===== src/rtl/control_pkg.sv =====
// Shared encodings for the RV32I multi-cycle control unit: FSM states, opcodes,
// ALU operation and datapath mux selects.
package control_pkg;

    typedef enum logic [3:0] {
        S_FETCH    = 4'd0,
        S_DECODE   = 4'd1,
        S_MEMADR   = 4'd2,
        S_MEMRD    = 4'd3,
        S_MEMWB    = 4'd4,
        S_MEMWR    = 4'd5,
        S_EXEC_R   = 4'd6,
        S_EXEC_I   = 4'd7,
        S_ALUWB    = 4'd8,
        S_BRANCH   = 4'd9,
        S_JAL      = 4'd10,
        S_JALR_ADR = 4'd11,
        S_JALR_J   = 4'd12,
        S_LUI      = 4'd13,
        S_ERROR    = 4'd15
    } state_t;

    localparam logic [6:0] OP_LOAD   = 7'b0000011;
    localparam logic [6:0] OP_STORE  = 7'b0100011;
    localparam logic [6:0] OP_RTYPE  = 7'b0110011;
    localparam logic [6:0] OP_ITYPE  = 7'b0010011;
    localparam logic [6:0] OP_BRANCH = 7'b1100011;
    localparam logic [6:0] OP_JAL    = 7'b1101111;
    localparam logic [6:0] OP_JALR   = 7'b1100111;
    localparam logic [6:0] OP_LUI    = 7'b0110111;
    localparam logic [6:0] OP_AUIPC  = 7'b0010111;

    localparam logic [2:0] ALU_ADD    = 3'b000;
    localparam logic [2:0] ALU_BRANCH = 3'b001;
    localparam logic [2:0] ALU_RFUNCT = 3'b010;
    localparam logic [2:0] ALU_IFUNCT = 3'b011;

    localparam logic [1:0] SRCA_PC    = 2'b00;
    localparam logic [1:0] SRCA_OLDPC = 2'b01;
    localparam logic [1:0] SRCA_RS1   = 2'b10;
    localparam logic [1:0] SRCA_ZERO  = 2'b11;

    localparam logic [1:0] SRCB_RS2  = 2'b00;
    localparam logic [1:0] SRCB_IMM  = 2'b01;
    localparam logic [1:0] SRCB_FOUR = 2'b10;

    localparam logic [1:0] RES_ALUOUT = 2'b00;
    localparam logic [1:0] RES_MDR    = 2'b01;
    localparam logic [1:0] RES_ALU    = 2'b10;

    // funct3[2] picks the less-than compare, funct3[0] inverts the sense.
    function automatic logic branch_taken(input logic [2:0] f3, input logic zero, input logic lt);
        return f3[2] ? (lt ^ f3[0]) : (zero ^ f3[0]);
    endfunction

endpackage


===== src/rtl/mem_wait_timer.sv =====
// Memory wait-state counter: counts stalled cycles of an access and flags a
// timeout when the stall reaches MEM_TIMEOUT cycles without mem_ready.
module mem_wait_timer #(
    parameter int MEM_TIMEOUT = 16
) (
    input  logic clk,
    input  logic reset,
    input  logic active,
    input  logic mem_ready,
    output logic timeout
);

    localparam logic [7:0] LIMIT = 8'(MEM_TIMEOUT - 1);

    logic [7:0] cnt_q, cnt_d;

    // A ready in the limit cycle completes the access instead of timing out.
    always_comb begin
        timeout = active && !mem_ready && (cnt_q == LIMIT);
        cnt_d   = 8'd0;
        if (active && !mem_ready && !timeout) begin
            cnt_d = cnt_q + 8'd1;
        end
    end

    always_ff @(posedge clk) begin
        if (reset) begin
            cnt_q <= 8'd0;
        end else begin
            cnt_q <= cnt_d;
        end
    end

endmodule


===== src/rtl/control_multiciclo.sv =====
// Multi-cycle main control FSM for the RV32I core, driving the shared datapath.
// Optional performance counters are built when CTRL_PERF_EN is defined.
//
// state      | meaning
// FETCH      | read instruction at PC, PC <= PC+4 on mem_ready
// DECODE     | ALUOut <= oldPC+imm, dispatch on opcode
// MEMADR     | ALUOut <= rs1+imm (load/store address)
// MEMRD      | data read at ALUOut
// MEMWB      | rd <= MDR
// MEMWR      | data write at ALUOut
// EXEC_R/I   | ALU op on rs1 with rs2 / imm
// ALUWB      | rd <= ALUOut
// BRANCH     | compare rs1/rs2, PC <= ALUOut if taken
// JAL        | PC <= ALUOut, ALUOut <= oldPC+4
// JALR_ADR   | ALUOut <= rs1+imm
// JALR_J     | as JAL
// LUI        | ALUOut <= 0+imm
// ERROR      | parked until reset
module control_multiciclo
    import control_pkg::*;
#(
    parameter int MEM_TIMEOUT = 16,
    parameter int CNT_W       = 32
) (
    input  logic       clk,
    input  logic       reset,
    input  logic [6:0] opcode,
    input  logic [2:0] funct3,
    input  logic       zero_flag,
    input  logic       lt_flag,
    input  logic       mem_ready,
    output logic       pc_write,
    output logic       oldpc_write,
    output logic       ir_write,
    output logic       iord,
    output logic       mem_read,
    output logic       mem_write,
    output logic       reg_write,
    output logic [1:0] alu_src_a,
    output logic [1:0] alu_src_b,
    output logic [2:0] alu_op,
    output logic [1:0] result_src,
    output logic [3:0] state_o,
    output logic       error,
    output logic       instr_done
`ifdef CTRL_PERF_EN
    ,
    output logic [CNT_W-1:0] cycle_cnt,
    output logic [CNT_W-1:0] instret_cnt
`endif
);

    state_t state_q, state_d;
    logic   mem_active, timeout, taken, f3_bad;

    // Out-of-range parameters leave this named scope in the elaborated hierarchy.
    if (MEM_TIMEOUT < 1 || MEM_TIMEOUT > 255 || CNT_W < 1) begin : g_bad_params
    end

    assign mem_active = (state_q == S_FETCH) || (state_q == S_MEMRD) || (state_q == S_MEMWR);
    assign taken      = branch_taken(funct3, zero_flag, lt_flag);
    assign f3_bad     = (funct3[2:1] == 2'b01);
    assign state_o    = reset ? S_FETCH : state_q;

    mem_wait_timer #(.MEM_TIMEOUT(MEM_TIMEOUT)) u_timer (
        .clk       (clk),
        .reset     (reset),
        .active    (mem_active),
        .mem_ready (mem_ready),
        .timeout   (timeout)
    );

    always_comb begin
        state_d     = state_q;
        pc_write    = 1'b0;
        oldpc_write = 1'b0;
        ir_write    = 1'b0;
        iord        = 1'b0;
        mem_read    = 1'b0;
        mem_write   = 1'b0;
        reg_write   = 1'b0;
        alu_src_a   = SRCA_PC;
        alu_src_b   = SRCB_RS2;
        alu_op      = ALU_ADD;
        result_src  = RES_ALUOUT;
        error       = 1'b0;
        instr_done  = 1'b0;
        if (!reset) begin
            case (state_q)
                S_FETCH: begin
                    mem_read   = 1'b1;
                    alu_src_b  = SRCB_FOUR;
                    result_src = RES_ALU;
                    if (mem_ready) begin
                        ir_write    = 1'b1;
                        oldpc_write = 1'b1;
                        pc_write    = 1'b1;
                        state_d     = S_DECODE;
                    end else if (timeout) begin
                        state_d = S_ERROR;
                    end
                end
                S_DECODE: begin
                    alu_src_a = SRCA_OLDPC;
                    alu_src_b = SRCB_IMM;
                    case (opcode)
                        OP_LOAD, OP_STORE: state_d = S_MEMADR;
                        OP_RTYPE:          state_d = S_EXEC_R;
                        OP_ITYPE:          state_d = S_EXEC_I;
                        OP_BRANCH:         state_d = S_BRANCH;
                        OP_JAL:            state_d = S_JAL;
                        OP_JALR:           state_d = S_JALR_ADR;
                        OP_LUI:            state_d = S_LUI;
                        OP_AUIPC:          state_d = S_ALUWB;
                        default:           state_d = S_ERROR;
                    endcase
                end
                S_MEMADR, S_JALR_ADR: begin
                    alu_src_a = SRCA_RS1;
                    alu_src_b = SRCB_IMM;
                    if (state_q == S_JALR_ADR) begin
                        state_d = S_JALR_J;
                    end else begin
                        state_d = (opcode == OP_LOAD) ? S_MEMRD : S_MEMWR;
                    end
                end
                S_MEMRD: begin
                    iord     = 1'b1;
                    mem_read = 1'b1;
                    if (mem_ready)    state_d = S_MEMWB;
                    else if (timeout) state_d = S_ERROR;
                end
                S_MEMWB: begin
                    result_src = RES_MDR;
                    reg_write  = 1'b1;
                    instr_done = 1'b1;
                    state_d    = S_FETCH;
                end
                S_MEMWR: begin
                    iord      = 1'b1;
                    mem_write = 1'b1;
                    if (mem_ready) begin
                        instr_done = 1'b1;
                        state_d    = S_FETCH;
                    end else if (timeout) begin
                        state_d = S_ERROR;
                    end
                end
                S_EXEC_R: begin
                    alu_src_a = SRCA_RS1;
                    alu_op    = ALU_RFUNCT;
                    state_d   = S_ALUWB;
                end
                S_EXEC_I: begin
                    alu_src_a = SRCA_RS1;
                    alu_src_b = SRCB_IMM;
                    alu_op    = ALU_IFUNCT;
                    state_d   = S_ALUWB;
                end
                S_LUI: begin
                    alu_src_a = SRCA_ZERO;
                    alu_src_b = SRCB_IMM;
                    state_d   = S_ALUWB;
                end
                S_ALUWB: begin
                    reg_write  = 1'b1;
                    instr_done = 1'b1;
                    state_d    = S_FETCH;
                end
                S_BRANCH: begin
                    alu_src_a = SRCA_RS1;
                    alu_op    = ALU_BRANCH;
                    if (f3_bad) begin
                        state_d = S_ERROR;
                    end else begin
                        pc_write   = taken;
                        instr_done = 1'b1;
                        state_d    = S_FETCH;
                    end
                end
                S_JAL, S_JALR_J: begin
                    alu_src_a = SRCA_OLDPC;
                    alu_src_b = SRCB_FOUR;
                    pc_write  = 1'b1;
                    state_d   = S_ALUWB;
                end
                S_ERROR: begin
                    error = 1'b1;
                end
                default: begin
                    state_d = S_ERROR;
                end
            endcase
        end
    end

    always_ff @(posedge clk) begin
        if (reset) begin
            state_q <= S_FETCH;
        end else begin
            state_q <= state_d;
        end
    end

`ifdef CTRL_PERF_EN
    localparam logic [CNT_W-1:0] CNT_ONE = {{(CNT_W-1){1'b0}}, 1'b1};

    logic [CNT_W-1:0] cycle_cnt_q, cycle_cnt_d, instret_cnt_q, instret_cnt_d;

    always_comb begin
        cycle_cnt_d   = cycle_cnt_q;
        instret_cnt_d = instret_cnt_q;
        if (state_q != S_ERROR) cycle_cnt_d   = cycle_cnt_q + CNT_ONE;
        if (instr_done)         instret_cnt_d = instret_cnt_q + CNT_ONE;
    end

    always_ff @(posedge clk) begin
        if (reset) begin
            cycle_cnt_q   <= '0;
            instret_cnt_q <= '0;
        end else begin
            cycle_cnt_q   <= cycle_cnt_d;
            instret_cnt_q <= instret_cnt_d;
        end
    end

    assign cycle_cnt   = reset ? '0 : cycle_cnt_q;
    assign instret_cnt = reset ? '0 : instret_cnt_q;
`endif

endmodule


===== config.mk =====
export PLATFORM = sky130hd
export DESIGN_NAME = control_multiciclo
export DESIGN_NICKNAME = d
export VERILOG_FILES = /design/src/rtl/control_pkg.sv /design/src/rtl/mem_wait_timer.sv /design/src/rtl/control_multiciclo.sv
export SDC_FILE = /design/constraint.sdc
export NUM_CORES = 1
export LEC_CHECK = 0
export ABC_CLOCK_PERIOD_IN_PS = 2800
export CORE_UTILIZATION = 47
export DETAILED_ROUTE_END_ITERATION = 12
export PLACE_DENSITY = 0.9
export RECOVER_POWER = 50
export SLEW_MARGIN = 20
export SYNTH_ARGS = -nofsm -noshare
export SYNTH_HDL_FRONTEND = slang
export SYNTH_HIERARCHICAL = 1
export SYNTH_SLANG_ARGS = --single-unit

===== constraint.sdc =====
create_clock -name clk -period 2.8 [get_ports clk]
set_input_delay 0.84 -clock clk [delete_from_list [all_inputs] [get_ports clk]]
set_output_delay 0.84 -clock clk [all_outputs]
set_load 0.02 [all_outputs]

==> flow_summary.ini <==
[power_and_ir_drop]
power_frac_comb_pct = 69.3
pwr_density_cell_mw_per_mm2 = 811.4
clockPowerShare_pct = 10.0
p_leak_nw = 0.6613
p_sw_mw = 0.6671
seq_power_share_pct = 20.7
intPower_mw = 0.7024
swShare_pct = 48.71
vdd_ir_drop_max_v = 0.0005414

[yosys]
synth_area_leaders = dfxtp_1 (19%), nor2b_1 (4.5%), nor2_1 (4.2%)
synth_edf_count = 0
synth_flop_cell = dfxtp_1
synth_seq_cells = 12
synth_area_leader_cell = dfxtp_1
synth_area_sq_mm = 0.001240
syn_nets = 185
netlist_instances = 169
synth-seq-area-share_pct = 19.37
avgSynthCellArea_sq_um = 7.337
async_reset_ff_share_pct = 0
ys_types = 55
ys_warn_count = 6
yosysTopAreaCellShare_pct = 19.37

[routing]
drc = 0
first_iter_violations = 42
routed_wl_microns = 3510
via_per_inst = 6.008
avgRoutedWirePerCell_microns = 14.63
vias = 1442
final_antenna_net_count = 0
first_pass_iters = 4

[clock_network]
cts_buffers = 3
clock-sinks = 12
htreeDepth = 1
ctsRootBufferMaster = clkbuf_4
tritoncts = done
postCtsHoldBufs = 0
clk_latency_ps = 270
clk_path_buf_depth = 2
clkTransAtPathRegs_ps = 70

[die]
core_sq_mm = 0.002477
die_width_microns = 53.37
dieArea_sq_mm = 0.002848
initial_core_util_pct = 50.05
die_h_microns = 53.37
row_count = 18
io_pins = 37

[timing]
fmax_mhz = 364.0
holdWs_ps = 464.3
finalSetupViolCount = 0
timing.final.ws_setup_ps = 52.65
finalHoldViolations = 0
slew_viol_final = 0
finalCritPeriodShare_pct = 98.12
grt_setup_unrepaired = no
layout_min_cycle_time_ps = 2747
skew_ps = 11.04

[setup_path]
crit_slowest_cell = dlygate4sd2_1
cp.required_ps = 1960
crit_path_max_incr_delay_ps = 340
crit_path_cell_trace = dlygate4sd2_1 -> buf_4 -> nor2b_1 -> nor2b_1 -> dlygate4sd2_1
crit_fanout = 13
endpoint_kind = output port
cp_data_arrival_time_ps = 1910
start_kind = primary input
crit_type = in -> out

[finish]
nets = 227
final_core_util_pct = 68.13
multiInputGateArea_sq_um = 928.4
seqCellArea_sq_um = 241.5
fillCellCount = 229
diodes = 0
design_area_sq_mm = 0.001688
drive_gt1_share_pct = 20.00
area_growth_pct = 36.13

[global_routing]
gr-total-overflow = 0
track_usage_pct = 27.58
grt_max_degree = 16
grt_pass1_vias = 1349
antenna_found_initial = 0
grt_pass1_wl_microns = 5761

[place]
placed_area_sq_mm = 0.001697
io_buffer_count = 35
routabilityCongestion = 0.9515
place_ws_ps = -602.8
hpwlAfterDp_microns = 2801

[status]
outcome = finished, final reports clean

[job]
drv_cap = 0

[hold_path]
hold_class = reg -> reg
-- flip-flops by register name, indices dropped and copies added, names as in the netlist --
| name | flops |
|---|---|
| u_timer/cnt_q | 8 |
| state_q | 4 |
-- worst paths after layout --
kind / startpoint / endpoint / slack, ps / depth (start not counted)
setup / recovery: reset / alu_op[0] / 50 / 5
hold / removal: u_timer/cnt_q[0] / u_timer/cnt_q[0] / 460 / 1
setup reg to reg: state_q[2] / state_q[3] / 330 / 10
hold reg to reg: u_timer/cnt_q[0] / u_timer/cnt_q[0] / 460 / 1
-- cells in the final DEF (no fill, tap or decap), types with 4 or more instances in the layout --
| cell | n |
|---|---|
| dlygate4sd2_1 | 18 |
| buf_4 | 18 |
| nor2_1 | 14 |
| dfxtp_1 | 11 |
| a21oi_1 | 10 |
| nor2b_1 | 9 |
| nand2_1 | 8 |
| clkdlybuf4s50_1 | 8 |
| o21ai_0 | 6 |
| nand2b_1 | 5 |
| nand3_1 | 5 |
| or3_1 | 5 |
| xnor2_1 | 4 |
| o21ai_1 | 4 |
| xor2_1 | 4 |
| nor3b_1 | 4 |
-- power by group through the flow --
stage / logic, mW / registers [mW] / clock network [mW]
floorplan: 0.708 / 0.221 / 0
global placement: 0.980 / 0.281 / 0
detailed placement: 1.00 / 0.284 / 0
CTS: 0.956 / 0.281 / 0.138
global route: 1.03 / 0.289 / 0.151
finish: 0.949 / 0.284 / 0.137
-- synthesized netlist by cell type (all sizes together), types with 2 or more instances --
master  instances
a211oi          2
a21oi          13
a22oi           4
a31oi           2
a32oi           2
and2            2
buf            12
clkbuf          4
dfxtp          12
inv             3
nand2           8
nand2b          5
nand3           6
nand3b          3
nand4           2
nor2           16
nor2b           9
nor3            4
nor3b           4
nor4            4
nor4b           2
o211ai          2
o21ai          10
o22ai           2
o311ai          2
or2             3
or3             5
xnor2           4
xor2            4
-- cell families after synthesis --
logic type,share of synthesized area (%)
and+or+nand+nor,38.04
AOI/OAI and AO/OA,26.94
buffers and inverters,7.870
DFF,19.37
xor gates and xnor gates,5.650
adders and majority gates,1.009
other,0.3024
muxes,0.8073
-- worst max-delay path: cells and delay by family --
family | cells | cell delay, ps
buffers and inverters | 3 | 760
AND/OR/NAND/NOR | 2 | 310
-- final cells by class --
class	instances	share of cell area (%)
Inverter	3	0.6672
Multi-Input combinational cell	138	55.00
Clock buffer	4	2.150
Tap cell	30	2.224
Timing Repair Buffer	53	25.65
Sequential cell	12	14.31
-- per-layer routing --
metal	global-route usage (%)	up-vias	share of wire [%]
li1	-	710	-
met5	0	-	0
met1	30.78	672	40
met3	2.011	10	4.4
met2	51.88	50	53
met4	12.28	0	2.5
-- through the flow --
step / total power [mW] / setup TNS [ps] / std cells
4_1_cts: 1.375 / 0 / 240
6_report: 1.370 / 0 / 240
3_5_place_dp: 1.283 / -8420 / 236
2_1_floorplan: 0.9286 / -16.75 / 169
5_1_grt: 1.472 / 0 / 240
3_3_place_gp: 1.260 / -8128 / 236
-- repair_timing --
action | in CTS | in global routing
endpoints found under the setup margin | 21 | 7
pin swaps | 9 | 2
buffers inserted | 0 | 0
endpoints found under the hold margin | 0 | 0
gates cloned | 0 | 0
resized for setup | 45 | 12
Note: power is estimated with default switching activity, not from simulation.
